`config.mk`:
```
export PLATFORM = sky130hd
export DESIGN_NAME = fifo_wptr_full
export DESIGN_NICKNAME = d
export VERILOG_FILES = /design/src/rtl/fifo_ptr_pkg.sv /design/src/rtl/bin2gray_n.sv /design/src/rtl/fifo_wptr_full.sv
export SDC_FILE = /design/constraint.sdc
export NUM_CORES = 1
export LEC_CHECK = 0
export BUFFER_PORTS_ARGS = -buffer_cell sky130_fd_sc_hd__buf_2
export CORE_MARGIN = 3
export CORE_UTILIZATION = 38
export DETAILED_ROUTE_END_ITERATION = 12
export HOLD_SLACK_MARGIN = 0.06
export SLEW_MARGIN = 20
export SYNTH_ARGS = -nofsm -noshare
export SYNTH_HDL_FRONTEND = slang
export SYNTH_SLANG_ARGS = --single-unit
```
`constraint.sdc`:
```
create_clock -name clk -period 3.56 [get_ports clk]
set_input_delay 0.712 -clock clk [delete_from_list [all_inputs] [get_ports clk]]
set_output_delay 0.712 -clock clk [all_outputs]
set_load 0.005 [all_outputs]
```
`src/rtl/fifo_ptr_pkg.sv`:
```
// Shared pointer helpers for the async FIFO write and read sides.
// Gray conversions work on zero-extended values, so one pair of functions
// serves every pointer width; callers cast to and from PTR_MAX_W.
package fifo_ptr_pkg;

  localparam int ADDR_W_DEF = 4;
  localparam int PTR_MAX_W  = 32;

  // Binary to reflected Gray; upper zero bits stay zero.
  function automatic logic [PTR_MAX_W-1:0] bin2gray(input logic [PTR_MAX_W-1:0] b);
    return b ^ (b >> 1);
  endfunction

  // Gray to binary as a prefix XOR from the MSB down (log-depth fold).
  function automatic logic [PTR_MAX_W-1:0] gray2bin(input logic [PTR_MAX_W-1:0] g);
    logic [PTR_MAX_W-1:0] b;
    b = g;
    for (int s = 1; s < PTR_MAX_W; s = s * 2) begin
      b = b ^ (b >> s);
    end
    return b;
  endfunction

endpackage

```
`src/rtl/bin2gray_n.sv`:
```
// Combinational N-bit binary to Gray encoder.
module bin2gray_n
  import fifo_ptr_pkg::*;
#(
  parameter int N = 5
) (
  input  logic [N-1:0] bin_i,
  output logic [N-1:0] gray_o
);

  logic [PTR_MAX_W-1:0] gray_w;

  // Widen, encode, narrow back; the dropped upper bits are always zero.
  always_comb begin
    gray_w = bin2gray(PTR_MAX_W'(bin_i));
    gray_o = gray_w[N-1:0];
  end

endmodule

```
`src/rtl/fifo_wptr_full.sv`:
```
// Async FIFO write-side pointer and full-flag generator.
// Keeps a binary write pointer, exports its registered Gray image, brings the
// read Gray pointer in through a two-flop synchroniser and registers wfull.
// Optional almost-full flag: define FIFO_WPTR_AF_EN to add walmost_full.
module fifo_wptr_full
  import fifo_ptr_pkg::*;
#(
  parameter int ADDR_W    = ADDR_W_DEF,
  parameter int AF_MARGIN = 2
) (
  input  logic              clk,
  input  logic              rst_n,
  input  logic              winc,
  input  logic [ADDR_W:0]   rgray_async,
  output logic [ADDR_W-1:0] waddr,
  output logic [ADDR_W:0]   wgray,
  output logic              wfull
`ifdef FIFO_WPTR_AF_EN
  ,
  output logic              walmost_full
`endif
);

  localparam int DEPTH = 2 ** ADDR_W;

  // Reject configurations the pointer compare cannot handle.
  if (ADDR_W < 2 || AF_MARGIN < 0 || AF_MARGIN > DEPTH) begin : g_cfg_chk
    $error("fifo_wptr_full: illegal ADDR_W/AF_MARGIN");
  end

  logic [ADDR_W:0] wbin_q, wbin_d;
  logic [ADDR_W:0] wgray_q, wgray_d;
  logic [ADDR_W:0] rq1_q, rq2_q;
  logic            wfull_q, wfull_d;
  logic            wacc;

  // Writes while full are dropped; the pointer only moves on accepted ones.
  always_comb begin
    wacc   = winc & ~wfull_q;
    wbin_d = wbin_q + {{ADDR_W{1'b0}}, wacc};
  end

  bin2gray_n #(.N(ADDR_W + 1)) u_b2g (
    .bin_i  (wbin_d),
    .gray_o (wgray_d)
  );

  // Full when the next write pointer is one lap ahead of the synced read
  // pointer: in Gray that means the top two bits inverted, the rest equal.
  // Using the stale rq2 makes the flag conservative, never optimistic.
  always_comb begin
    wfull_d = (wgray_d == {~rq2_q[ADDR_W:ADDR_W-1], rq2_q[ADDR_W-2:0]});
  end

  // Pointer, Gray image, synchroniser and full flag state.
  always_ff @(posedge clk or negedge rst_n) begin
    if (!rst_n) begin
      wbin_q  <= '0;
      wgray_q <= '0;
      rq1_q   <= '0;
      rq2_q   <= '0;
      wfull_q <= 1'b0;
    end else begin
      wbin_q  <= wbin_d;
      wgray_q <= wgray_d;
      rq1_q   <= rgray_async;
      rq2_q   <= rq1_q;
      wfull_q <= wfull_d;
    end
  end

  assign waddr = wbin_q[ADDR_W-1:0];
  assign wgray = wgray_q;
  assign wfull = wfull_q;

`ifdef FIFO_WPTR_AF_EN
  localparam logic [ADDR_W:0] AF_THR = (ADDR_W + 1)'(DEPTH - AF_MARGIN);

  logic [ADDR_W:0] rbin_s;
  logic [ADDR_W:0] level_nxt;
  logic            waf_q, waf_d;

  // Occupancy after this cycle's write, against the synced read pointer.
  // A full FIFO has level DEPTH, so the flag is high whenever wfull is.
  always_comb begin
    rbin_s    = (ADDR_W + 1)'(gray2bin(PTR_MAX_W'(rq2_q)));
    level_nxt = wbin_d - rbin_s;
    waf_d     = (level_nxt >= AF_THR);
  end

  // Registered almost-full flag.
  always_ff @(posedge clk or negedge rst_n) begin
    if (!rst_n) waf_q <= 1'b0;
    else        waf_q <= waf_d;
  end

  assign walmost_full = waf_q;
`endif

endmodule

```
# After elaboration in Yosys (flattened, before gate mapping)
# Index checks and enable logic that the tools add are counted.
totals:
  output_inout_bits: 10
  regBits: 21
  in_bits: 8
  elab_cells: 11
classes:
  eq_ne: 1
  bitwise_logic: 4
  addsub: 1
op_table:
  columns: ["op", "n"]
  rows:
  - ["5-bit by 1-bit adder with 5-bit output", 1]
  - ["5-bit == test", 1]
  - ["5-bit by 4-bit bitwise XOR with 5-bit output", 1]
  - ["2-bit NOT", 1]
  - ["1-bit bitwise AND", 1]
  - ["1-bit NOT", 1]

# Longest topological paths before layout
depth:
  depth_word: 5
  mapped_depth: 8
  ltp_nobuf: 8

# By module
# Synthesis repeated with hierarchy kept, for this count alone.
unflattened:
  hier_cells: 45
  hier_area_um2: 724.4
by_module_without_submodules:
  columns: ["module", "cells_each", "area_each_um2", "instances", "seq_area_each_um2"]
  rows:
  - ["fifo_wptr_full", 40, 681.9, 1, 525.5]
  - ["bin2gray_n", 5, 42.5, 1, 0.0]

# Least setup slack after synthesis
# No wires, ideal clock.
synth_path:
  path_kind: "input to register"
  from: "in winc"
  to: "reg wfull_q, in the netlist wfull"
  required_time_ps: 3464
  n_path_buf: 0
  arrival_ps: 2279
  setup_ps: 96
  slack_ps: 1186
  stages: 7
  path_cell_list: "nor2b_1 > ha_1 > ha_1 > xnor2_1 > or3_1 > a31o_1 > nor4_2"
synth_via:
  elab_chain_len: 4
synth_lines:
  columns: ["element", "line_no", "source"]
  rows:
  - ["start, declared", "fifo_wptr_full.sv:13", "input logic winc,"]
  - ["1-bit bitwise AND", "fifo_wptr_full.sv:39", "wacc = winc & ~wfull_q;"]
  - ["5-bit by 1-bit adder with 5-bit output", "fifo_wptr_full.sv:40", "wbin_d = wbin_q + {{ADDR_W{1'b0}}, wacc};"]
  - ["via u_b2g.bin_i[1]", "bin2gray_n.sv:7", "input logic [N-1:0] bin_i,"]
  - ["5-bit by 4-bit bitwise XOR with 5-bit output", "fifo_ptr_pkg.sv:11", "return b ^ (b >> 1);"]
  - ["5-bit == test", "fifo_wptr_full.sv:52", "wfull_d = (wgray_d == {~rq2_q[ADDR_W:ADDR_W-1], rq2_q[ADDR_W-2:0]});"]
  - ["via wfull_d", "fifo_wptr_full.sv:34", "logic wfull_q, wfull_d;"]
  - ["end signal, assigned", "fifo_wptr_full.sv:68", "wfull_q <= wfull_d;"]
  - ["end, declared", "fifo_wptr_full.sv:34", null]
# The timed path passes the listed nets, and every way through them passes these cells.

# Worst setup path after layout
# Ends and elaborated chain as after synthesis.

==> summary.md <==
| Metric | Value |
|---|---|
| Most frequent cells in the layout | `20 x dfrtp_1, 17 x buf_2, 9 x xor2_1, 5 x xnor2_1` |
| VDD IR-drop max | `0.0003461 V` |
| Final hold vios | `0` |
| Post-CTS Resized | `0` |
| Synth Register Bits | `20` |
| CP top delay family | `simple AND/OR/NAND/NOR gates` |
| First-pass GRT wire length | `between 1.5 and 2 mm` |
| RSZ-0062 raised after global routing | `false` |
| Syn avg cell area | `between 10 and 15 um2` |
| Seq/Total Area, Yosys | `67.11%` |
| Post-Syn Area | `745.7 um2` |
| Area occupied by multi-input gates | `~250 um2` |
| Total CTS buffers | `3` |
| DRC violations left | `0` |
| Max clock buf depth | `2` |
| Largest net degree at the start of global routing | `21` |
| Die height | `50.30 um` |
| Yosys top cell area share | `67.11%` |
| Vias | `445` |
| Critical Path, Cell by Cell | `buf_2 -> nor2b_1 -> ha_1 -> ha_1 -> xnor2_1 -> nor3b_1 -> nor3_1 -> a31o_1 -> nor4_2` |
| WP buf/inv | `1` |
| FP Rows | `15` |
| Setup Skew | `around 0.005 ns` |
| Syn Inst Count | `51` |
| IO Pins | `18` |
| # diodes | `0` |
| Reg area | `500.5 um2` |
| Hold Path Class | `primary input to asynchronous set/reset pin` |
| Setup CP Type | `primary input to flop` |
| TritonCTS clock tree | `built` |
| Die area | `between 0.002 and 0.003 mm2` |
| Critical path required time | `3.78 ns` |
| DR WL/cell | `about 11 um` |
| # setup viols final | `0` |
| Vias in the first global route | `approximately 440` |
| Max Slew Vio Count | `0` |
| RD Place Congestion | `between 0.7 and 0.8` |
| Initial antenna violation count | `0` |
| Crit path launch | `winc` |
| Worst-path fanout max | `4` |
| Reg clk slew, reported paths | `0.11 ns` |
| Filler Cells Inserted | `166` |
| Critical Path End Type | `flop` |
| Horiz. Die Dim | `a little over 50 um` |
| Initial Util | `41.82%` |
| Most common cell after layout, fill and taps aside | `dfrtp_1` |
| Final HPWL DP | `between 700 and 800 um` |
| Worst r2r src | `wfull` |
| Port bufs | `17` |
| Net total in the final layout | `between 80 and 90` |
| Yosys warns | `0` |
| Synth area leaders | `dfrtp_1 67%, xor2_1 11%, xnor2_1 5.9%` |
| Setup_tns | `0 ns` |
| Post-synth cell types | `15` |
| Global router's overall resource usage | `between 10% and 20%` |
| Worst path max stage delay | `0.36 ns` |
| Tcrit/Tclk final | `between 60 and 70%` |
| Post-CTS setup buffer count | `0` |
| Congestion Overflow GR | `0` |
| CP dominant cell by count | `ha_1` |
| MaxCap Viol Count | `0` |
| Fmax | `approximately 440 MHz` |
| Iter 0 DRT Violations | `3` |
| Critical Path AT | `about 2.5 ns` |
| Critical-path top delay cell | `ha_1` |
| Fin crit period | `around 2.3 ns` |
| Worst slew pin tran | `0.4299 ns` |
| Post-Route WL | `1.082 mm` |
| Layout cells sized above 1 | `31.94%` |
| TritonRoute pass-1 iters | `4` |
| Detail Route Antenna Nets | `0` |
| Post-CTS Hold Buffers | `0` |
| Area of the core | `0.001783 mm2` |
| Htree depth | `1` |
| Leak | `between 0.4 and 0.5 nW` |
| CP startpoint kind | `primary input` |
| Post-DR vias/cell | `approximately 4.6` |
| Worst skew pair latency | `around 0.3 ns` |
| Area Growth Syn to Fin | `20.47%` |
| Slew margin rel. | `between 70% and 80%` |
| Power consumption | `about 0.83 mW` |
| Pwr/cell area | `between 900 and 1000 mW/mm2` |
| Yosys top cell by area | `dfrtp_1` |
| Outcome | `finished, final reports clean` |
| Clk root buf | `clkbuf_4` |
| Syn nets | `slightly above 60` |
| CTS sink count | `20` |
==> metal layers <==
layer / GRT usage, % / wire, um / up-vias
li1: - / - / 212
met2: 14.35 / 468 / 13
met1: 14.20 / 509 / 216
met5: 0 / 0 / -
met3: 4.154 / 76 / 4
met4: 8.072 / 27 / 0
==> final cells by class <==
class | count | area share [%]
multi-input combinational | 31 | 27.30
sequential | 20 | 55.71
clock buffer | 4 | 4.039
timing repair buffer | 17 | 9.471
tap | 25 | 3.482
==> final timing paths <==
path | endpoint | slack (ns) | cells after the start
min in group clk | rq2_q[2] | 0.36 | 0
hold reg to reg | rq2_q[2] | 0.36 | 0
setup / recovery | wfull | 1.28 | 9
setup reg to reg | wfull | 1.46 | 8
max in group asynchronous | wbin_q[1] | 2.93 | 1
hold / removal | wgray[3] | 0.33 | 1
==> where the power goes <==
part	switching, mW	internal, mW	leakage [nW]
logic	0.184	0.174	0.163
registers	0.0470	0.296	0.236
clock network	0.0672	0.0623	0.0210
total	0.298	0.533	0.420
==> Yosys cell counts (all sizes together) <==
cell type	n
and3b	1
o21ai	1
nor4	1
ha	2
a21oi	1
a31o	1
nor2b	3
nor3b	1
xor2	9
xnor2	5
dfrtp	20
nor3	1
nand2	1
nand3	3
or3	1
==> cell families after synthesis <==
| family | share of synthesized area, % |
|---|---|
| compound gates | 2.516 |
| fa+ha+maj | 3.355 |
| flops | 67.11 |
| simple gates | 10.57 |
| xor+xnor | 16.44 |
==> sequential cells by signal, summed over array words and instances (netlist names) <==
| register | flops |
|---|---|
| rq1_q | 5 |
| rq2_q | 5 |
| wbin_q | 5 |
| wfull | 1 |
| wgray | 4 |
==> through the flow <==
step | worst slack [ns] | cell area (um2) | hold slack, ns | std cells | util, %
finish | 1.282 | 898.4 | 0.3345 | 97 | 50.39
detailed placement | 0.9464 | 862.1 | 0.3347 | 93 | 48.35
CTS | 1.261 | 898.4 | 0.3496 | 97 | 50.39
floorplan | 1.186 | 745.7 | 0.3312 | 51 | -
global placement | 1.002 | 862.1 | 0.3330 | 93 | 48.35
global route | 1.167 | 898.4 | 0.3502 | 97 | 50.39
(Power assumes the default switching activity.)
